$ cat src/rtl/othello_task_feeder.sv
// Task/result feeder around the multi-slot Othello endgame solver.
// Queues tagged boards, tracks which slot holds which tag, and streams {tag, score} back with credit control.
module othello_task_feeder #(
  parameter int IN_DEPTH  = 16,
  parameter int OUT_DEPTH = 16,
  parameter int TAG_W     = 8,
  parameter int SLOTS     = 16
) (
  input  logic             iCLOCK,
  input  logic             iRESET,
  input  logic             in_valid,
  output logic             in_ready,
  input  logic [63:0]      in_player,
  input  logic [63:0]      in_opponent,
  input  logic [TAG_W-1:0] in_tag,
  output logic [63:0]      oPlayer,
  output logic [63:0]      oOpponent,
  input  logic             iTake,
  input  logic [3:0]       iTakeSlot,
  input  logic             iSolved,
  input  logic [3:0]       iSolvedSlot,
  input  logic [7:0]       iRes,
  output logic             out_valid,
  input  logic             out_ready,
  output logic [TAG_W-1:0] out_tag,
  output logic [7:0]       out_res,
  output logic [4:0]       oInflight
);
  localparam int IAW = $clog2(IN_DEPTH);
  localparam int OAW = $clog2(OUT_DEPTH);
  localparam int CW  = $clog2(OUT_DEPTH + SLOTS) + 1;

  typedef struct packed {
    logic [63:0]      player;
    logic [63:0]      opponent;
    logic [TAG_W-1:0] tag;
  } task_t;

  typedef struct packed {
    logic [TAG_W-1:0] tag;
    logic [7:0]       res;
  } result_t;

  task_t   in_mem  [IN_DEPTH];
  result_t out_mem [OUT_DEPTH];
  logic [TAG_W-1:0] slot_tag [SLOTS];
  logic [SLOTS-1:0] slot_valid;

  logic [IAW:0] in_wr, in_rd;
  logic [OAW:0] out_wr, out_rd, out_count;
  logic in_empty, in_full, in_push, in_pop;
  logic out_empty, out_full, out_push, out_pop;
  logic grant, solve_hit, take_prev;
  logic [CW-1:0] credit_used;
  logic [4:0] inflight_nxt;
  task_t   head;
  result_t out_head;

  assign in_empty = (in_wr == in_rd);
  assign in_full  = (in_wr[IAW] != in_rd[IAW]) && (in_wr[IAW-1:0] == in_rd[IAW-1:0]);
  assign in_ready = !in_full;
  assign in_push  = in_valid && in_ready;
  assign head     = in_mem[in_rd[IAW-1:0]];

  assign out_empty = (out_wr == out_rd);
  assign out_full  = (out_wr[OAW] != out_rd[OAW]) && (out_wr[OAW-1:0] == out_rd[OAW-1:0]);
  assign out_count = out_wr - out_rd;
  assign out_head  = out_mem[out_rd[OAW-1:0]];

  // A solve moves its credit from oInflight to out_count on the same edge,
  // so no result is ever in transit outside these two counters.
  assign credit_used = CW'(oInflight) + CW'(out_count);
  assign grant       = !in_empty && (credit_used < CW'(OUT_DEPTH));

  assign oPlayer   = grant ? head.player   : 64'hFFFF_FFFF_FFFF_FFFF;
  assign oOpponent = grant ? head.opponent : 64'h0;

  assign in_pop    = iTake && grant;
  assign solve_hit = iSolved && slot_valid[iSolvedSlot];
  assign out_push  = solve_hit;
  assign out_valid = !out_empty;
  assign out_pop   = out_valid && out_ready;
  assign out_tag   = out_valid ? out_head.tag : '0;
  assign out_res   = out_valid ? out_head.res : '0;

  // Take sees the slot as already vacated when the same-edge solve hits it.
  always_comb begin
    take_prev    = slot_valid[iTakeSlot] && !(solve_hit && (iSolvedSlot == iTakeSlot));
    inflight_nxt = oInflight;
    if (solve_hit)
      inflight_nxt = inflight_nxt - 5'd1;
    if (iTake && grant && !take_prev)
      inflight_nxt = inflight_nxt + 5'd1;
    else if (iTake && !grant && take_prev)
      inflight_nxt = inflight_nxt - 5'd1;
  end

  always_ff @(posedge iCLOCK) begin
    if (in_push)
      in_mem[in_wr[IAW-1:0]] <= {in_player, in_opponent, in_tag};
    if (out_push)
      out_mem[out_wr[OAW-1:0]] <= {slot_tag[iSolvedSlot], iRes};
    if (in_pop)
      slot_tag[iTakeSlot] <= head.tag;
  end

  always_ff @(posedge iCLOCK) begin
    if (iRESET) begin
      in_wr      <= '0;
      in_rd      <= '0;
      out_wr     <= '0;
      out_rd     <= '0;
      slot_valid <= '0;
      oInflight  <= '0;
    end else begin
      assert (!(out_push && out_full));
      if (in_push)  in_wr  <= in_wr + 1'b1;
      if (in_pop)   in_rd  <= in_rd + 1'b1;
      if (out_push) out_wr <= out_wr + 1'b1;
      if (out_pop)  out_rd <= out_rd + 1'b1;
      if (solve_hit)
        slot_valid[iSolvedSlot] <= 1'b0;
      if (iTake)
        slot_valid[iTakeSlot] <= grant;
      oInflight <= inflight_nxt;
    end
  end
endmodule

$ cat config.mk
export PLATFORM = sky130hd
export DESIGN_NAME = othello_task_feeder
export DESIGN_NICKNAME = d
export VERILOG_FILES = /design/src/rtl/othello_task_feeder.sv
export SDC_FILE = /design/constraint.sdc
export NUM_CORES = 2
export LEC_CHECK = 0
export CAP_MARGIN = 25
export CELL_PAD_IN_SITES_DETAIL_PLACEMENT = 0
export CELL_PAD_IN_SITES_GLOBAL_PLACEMENT = 1
export CORE_ASPECT_RATIO = 0.5
export CORE_MARGIN = 8
export CORE_UTILIZATION = 43
export CTS_CLUSTER_SIZE = 14
export DETAILED_ROUTE_END_ITERATION = 16
export PLACE_DENSITY_LB_ADDON = 0.12
export SLEW_MARGIN = 20
export SYNTH_ARGS = -nofsm -noshare
export SYNTH_HDL_FRONTEND = slang
export SYNTH_SLANG_ARGS = --single-unit
$ cat constraint.sdc
create_clock -name iCLOCK -period 12.9 [get_ports iCLOCK]
set_clock_uncertainty 0.1 [all_clocks]
set_input_delay 2.58 -clock iCLOCK [delete_from_list [all_inputs] [get_ports iCLOCK]]
set_output_delay 2.58 -clock iCLOCK [all_outputs]
set_load 0.05 [all_outputs]
==> impl_results.html <==
<table>
<tr><th>Metric</th><th>Value</th></tr>
<tr><th colspan="2">Clock tree</th></tr>
<tr><td>Maximum number of buffers from clock root to sink</td><td>4</td></tr>
<tr><td>Number of buffers inserted during clock tree synthesis</td><td>about 230</td></tr>
<tr><td>Number of setup buffers added after CTS</td><td>0</td></tr>
<tr><td>Clock-pin transition on the worst setup and hold timing paths</td><td>around 70 ps</td></tr>
<tr><td>Clock network latency to the later pin of the worst-skew pair</td><td>roughly 860 ps</td></tr>
<tr><td># clock sinks</td><td>2609</td></tr>
<tr><td>Count of cells resized by post-cts repair</td><td>0</td></tr>
<tr><td>Buffer cell driving the clock tree root</td><td>clkbuf_16</td></tr>
<tr><td>Total of hold buffers inserted after clock tree synthesis</td><td>0</td></tr>
<tr><td>Clock tree from TritonCTS</td><td>yes</td></tr>
<tr><td>CTS H-Tree Depth</td><td>4</td></tr>
<tr><th colspan="2">Timing</th></tr>
<tr><td>Setup repair after global routing missed its margin</td><td>no</td></tr>
<tr><td>Number of endpoints with negative hold slack in the final report</td><td>0</td></tr>
<tr><td>Setup TNS after final layout</td><td>0 ps</td></tr>
<tr><td>Final min period</td><td>8210 ps</td></tr>
<tr><td>Period utilization</td><td>a little under two thirds</td></tr>
<tr><td>Max Transition Viols Final</td><td>0</td></tr>
<tr><td>Worst-case setup margin in the final layout</td><td>between 4000 and 5000 ps</td></tr>
<tr><td>Fmax achieved</td><td>122 MHz</td></tr>
<tr><td>Max-slew headroom at the worst pin</td><td>~21%</td></tr>
<tr><td>Slew @ Worst Pin</td><td>approximately 1200 ps</td></tr>
<tr><td>Final setup violation count</td><td>0</td></tr>
<tr><th colspan="2">Synth</th></tr>
<tr><td>#FFs+latches synth</td><td>roughly 2600</td></tr>
<tr><td>YS warnings</td><td>0</td></tr>
<tr><td>Largest area contributor in the netlist</td><td>edfxtp_1</td></tr>
<tr><td>Async set-or-reset flop fraction in the synthesized netlist</td><td>0%</td></tr>
<tr><td>Total standard cell area after synthesis</td><td>roughly 100000 µm²</td></tr>
<tr><td>Synth cell types</td><td>67</td></tr>
<tr><td>Top flip-flop cell by instance count after synthesis</td><td>edfxtp_1</td></tr>
<tr><td>Biggest area contributors in the synthesized netlist</td><td>edfxtp_1, mux4_2, dfxtp_1</td></tr>
<tr><td>Synthesized netlist cell count</td><td>approximately 4200</td></tr>
<tr><td>Net count after synthesis</td><td>4358</td></tr>
<tr><td>Mean Syn Cell Area</td><td>approximately 24 µm²</td></tr>
<tr><td>Sequential element share of the synthesized area</td><td>approximately 80%</td></tr>
<tr><td>Share of Yosys cell area claimed by the top area cell type</td><td>about three quarters</td></tr>
<tr><td>Number of enable flip-flop cells after synthesis</td><td>roughly 2600</td></tr>
<tr><th colspan="2">Place</th></tr>
<tr><td>I/O Buffers</td><td>between 300 and 400</td></tr>
<tr><td>Half-perimeter wire length of the detailed placement result</td><td>~120000 µm</td></tr>
<tr><td>Worst slack, placed</td><td>5410 ps</td></tr>
<tr><td>Number of placed cells counting well taps</td><td>~7500</td></tr>
<tr><td>Global placer's final weighted congestion</td><td>~0.73</td></tr>
<tr><th colspan="2">Floorplan</th></tr>
<tr><td>Die Footprint</td><td>between 200000 and 250000 µm²</td></tr>
<tr><td>Die Width</td><td>between 600 and 700 µm</td></tr>
<tr><td>Placeable core region</td><td>232000 µm²</td></tr>
<tr><td>Std-Cell Rows</td><td>around 130</td></tr>
<tr><td>Initial standard-cell utilization of the core</td><td>roughly 43%</td></tr>
<tr><td>Number of primary I/O pins</td><td>between 300 and 400</td></tr>
<tr><td>Die Y</td><td>~360 µm</td></tr>
<tr><th colspan="2">Critical path</th></tr>
<tr><td>Worst setup SP type</td><td>flop</td></tr>
<tr><td>Critical path endpoint category</td><td>primary output</td></tr>
<tr><td>Largest delay contributor family on the critical path</td><td>buffers and inverters</td></tr>
<tr><td>Maximum cell stage delay along the critical path</td><td>a little over 800 ps</td></tr>
<tr><td>Worst EP arrival</td><td>5530 ps</td></tr>
<tr><td>Crit path buf inv count</td><td>4</td></tr>
<tr><td>Crit path max-delay cell type</td><td>clkdlybuf4s50_1</td></tr>
<tr><td>Critical path class</td><td>flop to primary output</td></tr>
<tr><td>Required time at the endpoint of the critical path</td><td>between 10000 and 15000 ps</td></tr>
<tr><td>Critical path peak fanout</td><td>between 50 and 60</td></tr>
<tr><td>Series of cell instances along the critical path</td><td>inv_1 &gt; ha_1 &gt; inv_1 &gt; fa_1 &gt; a21o_1 &gt; a21oi_1 &gt; xnor2_1 &gt; ha_1 &gt; or3_1 &gt; a211oi_4 &gt; buf_4 &gt; and2_1 &gt; clkdlybuf4s50_1</td></tr>
<tr><th colspan="2">GRT</th></tr>
<tr><td>Number of global-route vias before repair</td><td>between 40000 and 50000</td></tr>
<tr><td>Pin count of the biggest net entering global routing</td><td>roughly 130</td></tr>
<tr><td>GR Util All Layers</td><td>18.8%</td></tr>
<tr><td>Wire length of the first global-routing pass</td><td>~340000 µm</td></tr>
<tr><td>Global route total overflow</td><td>0</td></tr>
<tr><td>Initial antenna violation count</td><td>36</td></tr>
<tr><th colspan="2">Min path</th></tr>
<tr><td>Worst min path class</td><td>flop to flop</td></tr>
<tr><th colspan="2">Pwr</th></tr>
<tr><td>Areal power density over the cells</td><td>approximately 170 nW/µm²</td></tr>
<tr><td>Largest vdd supply drop</td><td>between 0.1 and 0.15 mV</td></tr>
<tr><td>Leakage power</td><td>approximately 0.034 µW</td></tr>
<tr><td>Total power draw</td><td>19100 µW</td></tr>
<tr><th colspan="2">Cells and area</th></tr>
<tr><td>Share of final-layout standard cells stronger than drive strength 1</td><td>25.8%</td></tr>
<tr><td>Area growth, synth to finish</td><td>14.2%</td></tr>
<tr><td>Filler cell count in the final layout</td><td>about 18000</td></tr>
<tr><td>Cell Count, Final, Fillers Out</td><td>7885</td></tr>
<tr><td>Nets</td><td>between 4000 and 5000</td></tr>
<tr><th colspan="2">Route</th></tr>
<tr><td>DRT Pass-1 Iters</td><td>5</td></tr>
<tr><td>DRC</td><td>0</td></tr>
<tr><td>1st-iter DRT viols</td><td>roughly 3800</td></tr>
<tr><td>Drt wl/cell</td><td>roughly 30 µm</td></tr>
<tr><td>Vias per Instance</td><td>approximately 5.7</td></tr>
<tr><td>Routed Wire Length</td><td>between 200000 and 250000 µm</td></tr>
<tr><td>Final antenna-violating net count</td><td>0</td></tr>
<tr><td>Vias after detailed routing</td><td>44604</td></tr>
<tr><th colspan="2">Flow run</th></tr>
<tr><td>Max-cap check violation count</td><td>0</td></tr>
<tr><th colspan="2">Outcome</th></tr>
<tr><td>Outcome</td><td>complete, no violations</td></tr>
</table>
[cell usage after synthesis (11+ instances only)]
library cell / n
a211oi_1: 18
nor3_1: 15
buf_1: 50
mux2_2: 11
buf_2: 26
dfxtp_1: 49
nand2_1: 50
xnor2_1: 14
o21ai_0: 11
mux4_2: 787
ha_1: 21
nor2_1: 80
nor2b_1: 32
and2_1: 60
inv_1: 18
nand2b_1: 65
mux2i_1: 26
clkbuf_1: 143
a21oi_1: 23
edfxtp_1: 2560
xor2_1: 17
[where the power goes]
| group | leakage [µW] | total (µW) | internal (µW) | switching [µW] |
|---|---|---|---|---|
| registers | 0.0235 | 9510 | 9450 | 57.2 |
| logic | 0.00721 | 3100 | 1360 | 1750 |
| clock network | 0.00334 | 6520 | 3530 | 3000 |
| total | 0.0341 | 19100 | 14300 | 4800 |
[area by class of cell]
cell class                 instances  area, µm²  share of cell area (%)
sequential                      2609      77900                    68.1
inverter                          19       71.3                  0.0624
clock inverter                    95        677                   0.592
antenna                            4       10.0                 0.00876
tap                             3111       3890                    3.41
clock buffer                     309       6190                    5.42
timing repair buffer             413       4150                    3.63
multi-input combinational       1325      21400                    18.8
[logic make-up after synthesis]
| family | after synthesis | synth area share, % |
|---|---|---|
| DFF | 2609 | 77.8 |
| muxes | 827 | 18.1 |
| and+or+nand+nor | 352 | 1.87 |
| buffers and inverters | 244 | 0.981 |
| AOI/OAI and AO/OA | 92 | 0.668 |
| xor gates and xnor gates | 32 | 0.288 |
| adders and majority gates | 22 | 0.283 |
[metrics by stage]
| stage | hold WS (ps) | area (µm²) | utilization, % |
|---|---|---|---|
| 2_1_floorplan | 366 | 100000 | - |
| 4_1_cts | 415 | 114000 | 49.3 |
| 6_report | 414 | 114000 | 49.3 |
| 3_5_place_dp | 401 | 107000 | 46.3 |
| 3_3_place_gp | 394 | 107000 | 46.3 |
| 5_1_grt | 434 | 114000 | 49.3 |
[layer usage]
metal | track usage, % | vias up | part of all wire, % | wire (µm)
met3 | 2.74 | 305 | 4.1 | 9740
met5 | 0 | - | 0.022 | 51
met1 | 25.8 | 24671 | 43 | 102000
met4 | 3.02 | 8 | 1.5 | 3540
met2 | 32.6 | 937 | 51 | 121000
li1 | - | 18683 | - | -
[flip-flops by register name (all words and copies together) (netlist names), named ones only]
name / count
in_mem: 2176
oInflight: 5
slot_tag: 128
in_rd: 5
in_wr: 5
out_wr: 5
slot_valid: 16
out_rd: 5
out_mem: 256
[tightest hold or removal path, cell delays in order, from the launching register on]
cell and delay (ps):
dfxtp_1 330, o221ai_1 70, a21oi_1 60
[placed cells by master, fill, tap and decap left out, types with 6 or more instances in the layout]
cell type	count
a211oi_1	17
nor2_4	12
mux2_2	11
xnor2_1	14
edfxtp_1	2560
or3_1	10
nor2_1	67
nand3_1	10
nor2b_1	32
o221ai_1	8
ha_1	21
clkbuf_1	72
inv_1	18
buf_4	82
dfxtp_1	43
bufinv_16	9
buf_12	20
clkdlybuf4s50_1	305
nand2_1	50
clkinv_2	25
clkbuf_16	236
mux2i_1	26
xor2_1	17
nor3_1	6
nand4_1	7
o21ai_0	11
clkinv_1	54
mux4_2	787
and2_1	60
nand2b_1	65
a21oi_1	22
[final timing paths]
kind / from / cells after the start / slack [ps] / to
worst max register to register: out_wr[0]$_SDFFE_PP0P_ / 16 / 7780 / oInflight[4]$_SDFF_PP0_
worst max-delay path: out_wr[0]$_SDFFE_PP0P_ / 13 / 4690 / oOpponent[61]
worst min-delay path: slot_valid[4]$_SDFF_PP0_ / 2 / 410 / slot_valid[4]$_SDFF_PP0_
worst min register to register: slot_valid[4]$_SDFF_PP0_ / 2 / 410 / slot_valid[4]$_SDFF_PP0_
Power figures use the tool's default switching activity.
